`config.mk`:
```
export PLATFORM = sky130hd
export DESIGN_NAME = triangle_scan
export DESIGN_NICKNAME = d
export VERILOG_FILES = /design/src/rtl/triangle_scan.sv
export SDC_FILE = /design/constraint.sdc
export NUM_CORES = 1
export LEC_CHECK = 0
export CORE_MARGIN = 3
export CORE_UTILIZATION = 40
export DETAILED_ROUTE_END_ITERATION = 10
export GPL_ROUTABILITY_DRIVEN = 1
export PLACE_DENSITY = 0.67
export SLEW_MARGIN = 20
export SYNTH_ARGS = -nofsm -noshare
export SYNTH_HDL_FRONTEND = slang
export SYNTH_SLANG_ARGS = --single-unit
```
`constraint.sdc`:
```
create_clock -name CLOCK_50 -period 13.55 [get_ports CLOCK_50]
set_clock_uncertainty 0.2 [all_clocks]
set_input_delay 2.71 -clock CLOCK_50 [delete_from_list [all_inputs] [get_ports CLOCK_50]]
set_output_delay 2.71 -clock CLOCK_50 [all_outputs]
set_load 0.05 [all_outputs]
```
`src/rtl/triangle_scan.sv`:
```
// triangle_scan: walks the bounding box of a triangle in row-major order,
// presents each pixel to an external point-in-triangle checker, waits for the
// checker result to settle, then writes the result to the framebuffer.
module triangle_scan #(
    parameter int SETTLE = 64
) (
    input  logic       CLOCK_50,
    input  logic       reset,
    input  logic       start,
    input  logic [8:0] ax,
    input  logic [8:0] ay,
    input  logic [8:0] bx,
    input  logic [8:0] by,
    input  logic [8:0] cx,
    input  logic [8:0] cy,
    output logic [8:0] px,
    output logic [8:0] py,
    input  logic       check,
    output logic       wr_en,
    output logic [8:0] wr_x,
    output logic [8:0] wr_y,
    output logic       wr_data,
    output logic       busy,
    output logic       done
);

    typedef enum logic [2:0] {IDLE, BBOX, DRIVE, WRITE, DONE} state_t;

    typedef struct packed {
        logic [8:0] x;
        logic [8:0] y;
    } vtx_t;

    localparam logic [7:0] CNT_LAST = 8'(SETTLE - 1);

    state_t     state, state_nxt;
    vtx_t       va, vb, vc;
    logic [8:0] xmin, xmax, ymin, ymax;
    logic [8:0] bb_xmin, bb_xmax, bb_ymin, bb_ymax;
    logic [7:0] cnt;
    logic [8:0] wr_x_q, wr_y_q;
    logic       wr_data_q;
    logic       last_pt;
    logic       settled;

    function automatic logic [8:0] min3(input logic [8:0] a, b, c);
        logic [8:0] m;
        m = (a < b) ? a : b;
        return (m < c) ? m : c;
    endfunction

    function automatic logic [8:0] max3(input logic [8:0] a, b, c);
        logic [8:0] m;
        m = (a > b) ? a : b;
        return (m > c) ? m : c;
    endfunction

    // Bounding box of the latched vertices, captured during BBOX.
    assign bb_xmin = min3(va.x, vb.x, vc.x);
    assign bb_xmax = max3(va.x, vb.x, vc.x);
    assign bb_ymin = min3(va.y, vb.y, vc.y);
    assign bb_ymax = max3(va.y, vb.y, vc.y);

    // The final pixel never advances, so px/py cannot wrap past 511.
    assign last_pt = (px == xmax) && (py == ymax);
    assign settled = (cnt == CNT_LAST);

    // State register.
    always_ff @(posedge CLOCK_50 or posedge reset) begin
        if (reset) state <= IDLE;
        else       state <= state_nxt;
    end

    // Next-state logic.
    always_comb begin
        state_nxt = state;
        case (state)
            IDLE:    if (start) state_nxt = BBOX;
            BBOX:    state_nxt = DRIVE;
            DRIVE:   if (settled) state_nxt = WRITE;
            WRITE:   state_nxt = last_pt ? DONE : DRIVE;
            DONE:    state_nxt = IDLE;
            default: state_nxt = IDLE;
        endcase
    end

    // Vertex latch, bounding box, scan point, settle counter, write-back hold.
    always_ff @(posedge CLOCK_50 or posedge reset) begin
        if (reset) begin
            va        <= '0;
            vb        <= '0;
            vc        <= '0;
            xmin      <= '0;
            xmax      <= '0;
            ymin      <= '0;
            ymax      <= '0;
            px        <= '0;
            py        <= '0;
            cnt       <= '0;
            wr_x_q    <= '0;
            wr_y_q    <= '0;
            wr_data_q <= 1'b0;
        end else begin
            case (state)
                IDLE: begin
                    if (start) begin
                        va <= '{x: ax, y: ay};
                        vb <= '{x: bx, y: by};
                        vc <= '{x: cx, y: cy};
                    end
                end
                BBOX: begin
                    xmin <= bb_xmin;
                    xmax <= bb_xmax;
                    ymin <= bb_ymin;
                    ymax <= bb_ymax;
                    px   <= bb_xmin;
                    py   <= bb_ymin;
                    cnt  <= '0;
                end
                DRIVE: begin
                    // Saturate at the terminal count; WRITE clears it.
                    if (!settled) cnt <= cnt + 8'd1;
                end
                WRITE: begin
                    wr_x_q    <= px;
                    wr_y_q    <= py;
                    wr_data_q <= check;
                    cnt       <= '0;
                    if (!last_pt) begin
                        if (px < xmax) begin
                            px <= px + 9'd1;
                        end else begin
                            px <= xmin;
                            py <= py + 9'd1;
                        end
                    end
                end
                default: ;
            endcase
        end
    end

    // Write port shows the live point during WRITE and holds it otherwise.
    assign wr_en   = (state == WRITE);
    assign wr_x    = wr_en ? px    : wr_x_q;
    assign wr_y    = wr_en ? py    : wr_y_q;
    assign wr_data = wr_en ? check : wr_data_q;
    assign busy    = (state == BBOX) || (state == DRIVE) || (state == WRITE);
    assign done    = (state == DONE);

endmodule

```
======== Word-level counts from Yosys, hierarchy flattened ========
Index checks and enable logic that the tools add are counted.
storage, ports and cells
  memory bits (read-only) ................. 0
  output and inout bits ................... 40
  input port bits ......................... 58
  register bits after elaboration ......... 129
  word-level logic and storage cells ...... 75
  memories kept ........................... 0
  RAM bits ................................ 0
  latch bits .............................. 0
cells by class
  muxes and demuxes ....................... 23
  bitwise gates (word level) .............. 0
  magnitude comparators ................... 9
  add/subtract/negate cells ............... 3
  multipliers ............................. 0
  reduce and logical (&&, ||, !) cells .... 12
  divide/modulo/power cells ............... 0
  equality and inequality tests ........... 12
  shift-type cells ........................ 0
operators by type and width
  operator                                                          count
  9-bit two-way mux                                                 14
  9-bit < comparator                                                5
  9-bit > comparator                                                4
  9-bit one-hot mux with 2 select lines                             2
  9-bit by 1-bit adder with 9-bit output (second input constant)    2
  9-bit == test                                                     2
  8-bit one-hot mux with 2 select lines                             1
  3-bit one-hot mux with 4 select lines                             1
  2-bit != test (second input constant)                             5
  3-bit two-way mux                                                 3
  8-bit by 1-bit adder with 8-bit output (second input constant)    1
  8-bit by 6-bit == test with 1-bit output (second input constant)  1
  8-bit two-way mux                                                 1
  2-bit AND reduction                                               4
  3-bit by 2-bit == test with 1-bit output (second input constant)  2
  2-bit nonzero test                                                2
  3-bit by 1-bit == test with 1-bit output (second input constant)  1
  3-bit == test (second input constant)                             1
  3-bit logical NOT                                                 1
  3-bit AND reduction                                               1
  1-bit logical OR                                                  2
  2-bit OR reduction                                                1
  1-bit logical AND                                                 1
  1-bit two-way mux                                                 1

======== Depth between registers and ports, before layout ========
Gate-level depths: netlist of run 1.
  depth after elaboration ................. 5
  mapped depth ............................ 17

======== Worst setup path before layout of run 1 ========
OpenSTA, ideal clock, no wires.
  path kind ............................... input-to-output
  from .................................... in check
  to ...................................... out wr_data
  slack ................................... 7.536 ns
  stages .................................. 2
  buffers on the path ..................... 0
  arrival time ............................ 3.104 ns
  data required time ...................... 10.640 ns
  cell sequence ........................... nand2_1 > nand2_1
on the way
  word-level cells in the longest chain between the ends .. 1
RTL lines
  element             line  source
  start: declaration  18    input logic check,
  1-bit two-way mux   -
  end: declaration    22    output logic wr_data,
Every way passes these cells.

======== Worst setup path after layout of run 1 ========
Ends and elaborated chain as after synthesis.

==> key figures, run 1 <==
Synth
  • Synth area leaders: dfrtp_1, ha_1, mux2_2
  • EDFF count, synth: 0
  • Ys flop type: dfrtp_1
  • Yosys reg bits: 129
  • Cell area after synthesis: just under 0.008 mm²
  • Cells after Synth: about 800
  • Async S/R FF share, synth: 1.00
  • Distinct cells, synth: 59
  • Synth warnings: 0
  • Sequential share of the synthesized area: 0.416
  • Mean Syn Cell Area: 9.73 µm²
  • Post-synth net total: 920
  • Cell type with the highest aggregate area in the netlist: dfrtp_1
  • Synth top area share: 0.416

Place
  • Routability cong.: between 0.8 and 0.9
  • Hpwl dp: 13600 µm
  • PortBufs: 97

Clock network
  • CTS Hold Bufs: 0
  • H-tree Lvls: 4
  • Reg clk slew, reported paths: 0.06 ns
  • Clock sink total: approximately 130
  • CTS root buf: clkbuf_16
  • Bufs on Longest Clock Path: 2
  • Num CTS Buffers: 17
  • TritonCTS clock tree: built
  • Setup Buffers After CTS: 0
  • # resized after CTS: 0
  • Skew-Pair Late Insertion Delay: ~0.43 ns

Timing
  • Final min period: about 7.0 ns
  • Worst-margin pin slew: 0.982 ns
  • Worst relative slew slack: 0.346
  • Setup TNS Final: 0 ns
  • Fmax: 0.143 GHz
  • Endpoints failing hold: 0
  • Slew Viols, Final: 0
  • Final worst path period share: 0.518
  • Final Setup Violations: 0
  • RSZ-0062 raised after global routing: false

Critical path
  • Worst Path Arrival: 4.11 ns
  • R2r startpoint: va[3]
  • FF-to-FF path depth: 13
  • R2R Setup Slk: 8.95 ns
  • Crit path launch type: primary input
  • Critical Path End Type: output pin
  • Max stage delay cell, worst path: clkdlybuf4s50_1
  • Crit. Startpoint: check
  • Critical path peak fanout: 2
  • Worst path cell trace: clkdlybuf4s50_1 > nand2_1 > nand2_1 > clkdlybuf4s50_1
  • Critical path class: in -> out
  • WP data required: 10.64 ns
  • Reg-to-reg endpoint: py[1]
  • Worst path max stage delay: 0.80 ns

Detailed routing
  • DR pass1 iterations: 6
  • Vias per cell: 5.35
  • Initial DRC count: 403
  • Max Used Layer: met4
  • Post-DR wirelength/cell: 16.3 µm
  • # DRC: 0
  • WL met1: 9640 µm
  • Antenna Violating Nets Remaining: 0
  • Met3 WL: 1020 µm
  • Met2 wire len: 8070 µm
  • Vias: approximately 6.2k
  • Total Wirelength: 18900 µm

Layout
  • Layout filler cell count: 1740
  • FF/Latch Area: 0.00323 mm²
  • Nets: 1007
  • Layout cells sized above 1: 0.121
  • N_diodes: 0
  • Area Overhead vs Synth: 23.9%
  • Multi-input gate area: 0.00420 mm²

Floorplanning
  • Placeable Area: 0.0189 mm²
  • FP Rows: 50
  • Die area: 0.0211 mm²
  • Die width: 145 µm
  • # IOs: 98
  • Initial cell density of the core: 0.411
  • Chip Height: approximately 150 µm

Flow run
  • Max capacitance violation total: 0

Global routing
  • Initial antenna violation count: 0
  • Vias in the first global route: 6097
  • First-pass GRT wire length: 31400 µm
  • Tot GR Track Use: 0.181
  • Grt ovf: 0
  • Largest net degree at the start of global routing: 89

Hold path
  • Worst hold path stage count: 2
  • Hold Path Class: reg -> reg
  • WHS Endpoint: wr_x_q[6]
  • Worst min-delay path startpoint: wr_x_q[6]

Run status
  • Status: completed
cell usage in the layout (no fill, tap or decap), drive strengths merged, types with 22 or more instances in the layout:
cell	instances
nor2	28
clkdlybuf4s50	97
nand3	35
nand2	104
ha	64
mux2i	25
mux2	53
a21oi	27
dfrtp	129
o21ai	92
clkbuf	22
inv	51
worst max-delay path, delay by kind of cell:
| kind | cells | cell delay [ns] |
|---|---|---|
| and+or+nand+nor | 2 | 0.14 |
| buffers and inverters | 2 | 1.26 |
state kept, by name, indices dropped and copies added (netlist names):
register and cells:
cnt 8, px 9, py 9, state 3, va 18, vb 18, vc 18, wr_data_q 1
wr_x_q 9, wr_y_q 9, xmax 9, xmin 9, ymax 9
cell usage after synthesis (all sizes together) (2+ instances only):
cell	count
a2111oi	2
a211o	7
a211oi	4
a21boi	4
a21o	8
a21oi	27
a221o	10
a22oi	2
and2	4
and3	4
buf	13
clkbuf	23
dfrtp	129
ha	64
inv	51
mux2	53
mux2i	25
nand2	104
nand2b	4
nand3	35
nand4	15
nor2	28
nor2b	5
nor3	4
nor3b	10
nor4	4
nor4b	3
o2111a	2
o211ai	4
o21a	3
o21ai	92
o21bai	5
o22ai	2
o311ai	8
o31ai	5
or2	4
xnor2	14
xor2	8
cell type report:
cell class / instances / area share
Clock buffer: 22 / 0.0493
Clock inverter: 10 / 0.0187
Inverter: 51 / 0.0201
Multi-Input combinational cell: 582 / 0.436
Sequential cell: 129 / 0.335
Tap cell: 260 / 0.0338
Timing Repair Buffer: 104 / 0.106
metrics by stage:
| step | std cells | cell area [µm²] | hold WS, ns | utilization | setup slack [ns] |
|---|---|---|---|---|---|
| floorplan | 798 | 7770 | 0.249 | - | 7.20 |
| global placement | 1126 | 8960 | 0.259 | 0.474 | 6.54 |
| detailed placement | 1126 | 8960 | 0.259 | 0.474 | 6.53 |
| CTS | 1158 | 9620 | 0.273 | 0.509 | 6.53 |
| global route | 1158 | 9630 | 0.304 | 0.509 | 6.46 |
| finish | 1158 | 9630 | 0.273 | 0.509 | 6.53 |
per-layer routing:
metal,track usage,vias to the layer above
met4,0.0427,0
met1,0.269,2977
met2,0.266,167
met5,0,-
li1,-,3029
met3,0.0452,18
logic make-up (layout without fill, tap and decap cells):
family | count (synthesis) | count (layout) | share of synthesized area
compound gates | 191 | 191 | 0.164
xor+xnor | 22 | 22 | 0.0248
fa+ha+maj | 64 | 64 | 0.103
buf+inv | 87 | 187 | 0.0454
flops | 129 | 129 | 0.416
mux | 78 | 78 | 0.109
simple gates | 227 | 227 | 0.138
worst max path at each step:
stage,to,cells past startpoint
6_report,wr_data,4
5_1_grt,wr_data,4
4_1_cts,wr_data,4
3_5_place_dp,wr_data,4
3_3_place_gp,wr_data,4
2_1_floorplan,cnt[0],1
Power of run 1 is not shown: default switching activity piles up to over one toggle a cycle in this logic, so the estimate is an artifact.
==> run 2: changes to the inputs <==
Clock period 13.55 ns to 7.35 ns, I/O delays scaled along.
==> key figures, run 2 (same netlist as run 1, synthesis figures left out) <==
Timing
  • Endpoints failing hold: 0
  • Final min period: between 5 and 6 ns
  • Worst-margin pin slew: 1.04 ns
  • Slew Viols, Final: 0
  • Worst relative slew slack: 0.304
  • Final worst path period share: 0.731
  • Fmax: 0.186 GHz
  • Setup TNS Final: 0 ns
  • RSZ-0062 raised after global routing: false
  • Final Setup Violations: 0

Critical path
  • Max stage delay cell, worst path: nor2b_1
  • WP data required: 5.68 ns
  • CP Buf/Inv Count: 2
  • CP top delay family: simple AND/OR/NAND/NOR gates
  • Critical Path End Type: output pin
  • Critical path peak fanout: 19
  • Critical path class: reg -> out
  • Worst path cell trace: nor2b_1 > nand2_1 > inv_2 > mux2_2 > clkdlybuf4s50_1
  • Worst Path Arrival: 3.70 ns
  • R2R Setup Slk: 2.81 ns
  • Worst path max stage delay: 0.75 ns
  • Crit path launch type: flip-flop

Layout
  • Fin area: between 0.009 and 0.01 mm²
  • Nets: 1006
  • Area Overhead vs Synth: 23.7%
  • Regs by FF count: va: 18 flops, vb: 18 flops, vc: 18 flops
  • Layout cells sized above 1: 0.121
  • Most common cell after layout, fill and taps aside: dfrtp_1
  • Most frequent cells in the layout: dfrtp_1, nand2_1, clkdlybuf4s50_1
  • N_diodes: 0

Clock network
  • Bufs on Longest Clock Path: 2
  • # resized after CTS: 0
  • CTS root buf: clkbuf_16
  • CTS Hold Bufs: 0
  • Clock sink total: 129
  • H-tree Lvls: 4
  • Num CTS Buffers: 17
  • Setup Buffers After CTS: 0
  • Reg clk slew, reported paths: 0.06 ns
  • TritonCTS clock tree: built
  • Skew-Pair Late Insertion Delay: 0.42 ns

Detailed routing
  • Vias: 6146
  • Vias per cell: 5.32
  • Initial DRC count: 347
  • Post-DR wirelength/cell: 16.0 µm
  • # DRC: 0
  • Antenna Violating Nets Remaining: 0
  • DR pass1 iterations: 4
  • Total Wirelength: around 19000 µm

Global routing
  • Tot GR Track Use: 0.178
  • Grt ovf: 0
  • Largest net degree at the start of global routing: 89
  • Initial antenna violation count: 0
  • First-pass GRT wire length: 30800 µm
  • Vias in the first global route: 5961

Floorplanning
  • Placeable Area: 0.0189 mm²
  • Die width: 145 µm
  • Initial cell density of the core: 0.411
  • Chip Height: 145 µm
  • # IOs: between 90 and 100
  • FP Rows: 50
  • Die area: 0.0211 mm²

Place
  • Routability cong.: 0.808
  • Post-DP Area: about 0.0090 mm²
  • Hpwl dp: about 13000 µm
  • PortBufs: 97

Hold path
  • Hold Path Class: reg -> reg

Run status
  • Status: completed

Flow run
  • Max capacitance violation total: 0
==> run 2: changes by cell type in the layout (fill, tap and decap cells not counted), sizes merged <==
cell / delta
clkinv: +3
clkinvlp: -2
buf: -1
clkbuf: -2
==> run 2: worst register-to-register path, stage by stage, from the launching register on <==
cell and delay (ns):
dfrtp_1 0.41, ha_1 0.34, a21oi_1 0.17, a211oi_2 0.11, a211oi_4 0.61, o21ai_0 0.30
ha_1 0.37, a21o_1 0.16, a21oi_1 0.15, o211ai_1 0.13, a211oi_2 0.54, o21ai_4 0.23
mux2_1 0.40, a221o_1 0.30
==> run 2: cell type report <==
| type | instances | area (µm²) |
|---|---|---|
| timing repair buffer | 103 | 1020 |
| multi-input combinational | 582 | 4200 |
| inverter | 51 | 194 |
| sequential | 129 | 3230 |
| clock buffer | 20 | 467 |
| fill | 1757 | 9280 |
| tap | 260 | 325 |
| clock inverter | 11 | 184 |
==> run 2: worst paths after layout <==
path | startpoint | to | cells after the start
worst max-delay path | state[0] | wr_y[4] | 5
worst min-delay path | wr_x_q[7] | wr_x_q[7] | 2
worst max register to register | va[3] | py[1] | 13
worst min register to register | wr_x_q[7] | wr_x_q[7] | 2
max in group asynchronous | reset | py[5] | 3
min in group asynchronous | reset | wr_y_q[1] | 2
==> run 2: stage by stage <==
stage,hold WS (ns),cells,util,setup slack [ns]
floorplan,0.249,798,-,2.24
global placement,0.259,1125,0.474,2.46
detailed placement,0.264,1125,0.474,2.37
CTS,0.279,1156,0.508,1.90
global route,0.301,1156,0.509,1.70
finish,0.273,1156,0.509,1.98
==> run 2: per-layer routing <==
| metal | track usage | vias up | part of all wire |
|---|---|---|---|
| li1 | - | 3046 | - |
| met1 | 0.269 | 2932 | 0.52 |
| met2 | 0.255 | 146 | 0.42 |
| met3 | 0.0427 | 22 | 0.050 |
| met4 | 0.0484 | 0 | 0.014 |
| met5 | 0 | - | 0 |
Power of run 2 is left out for the same reason.
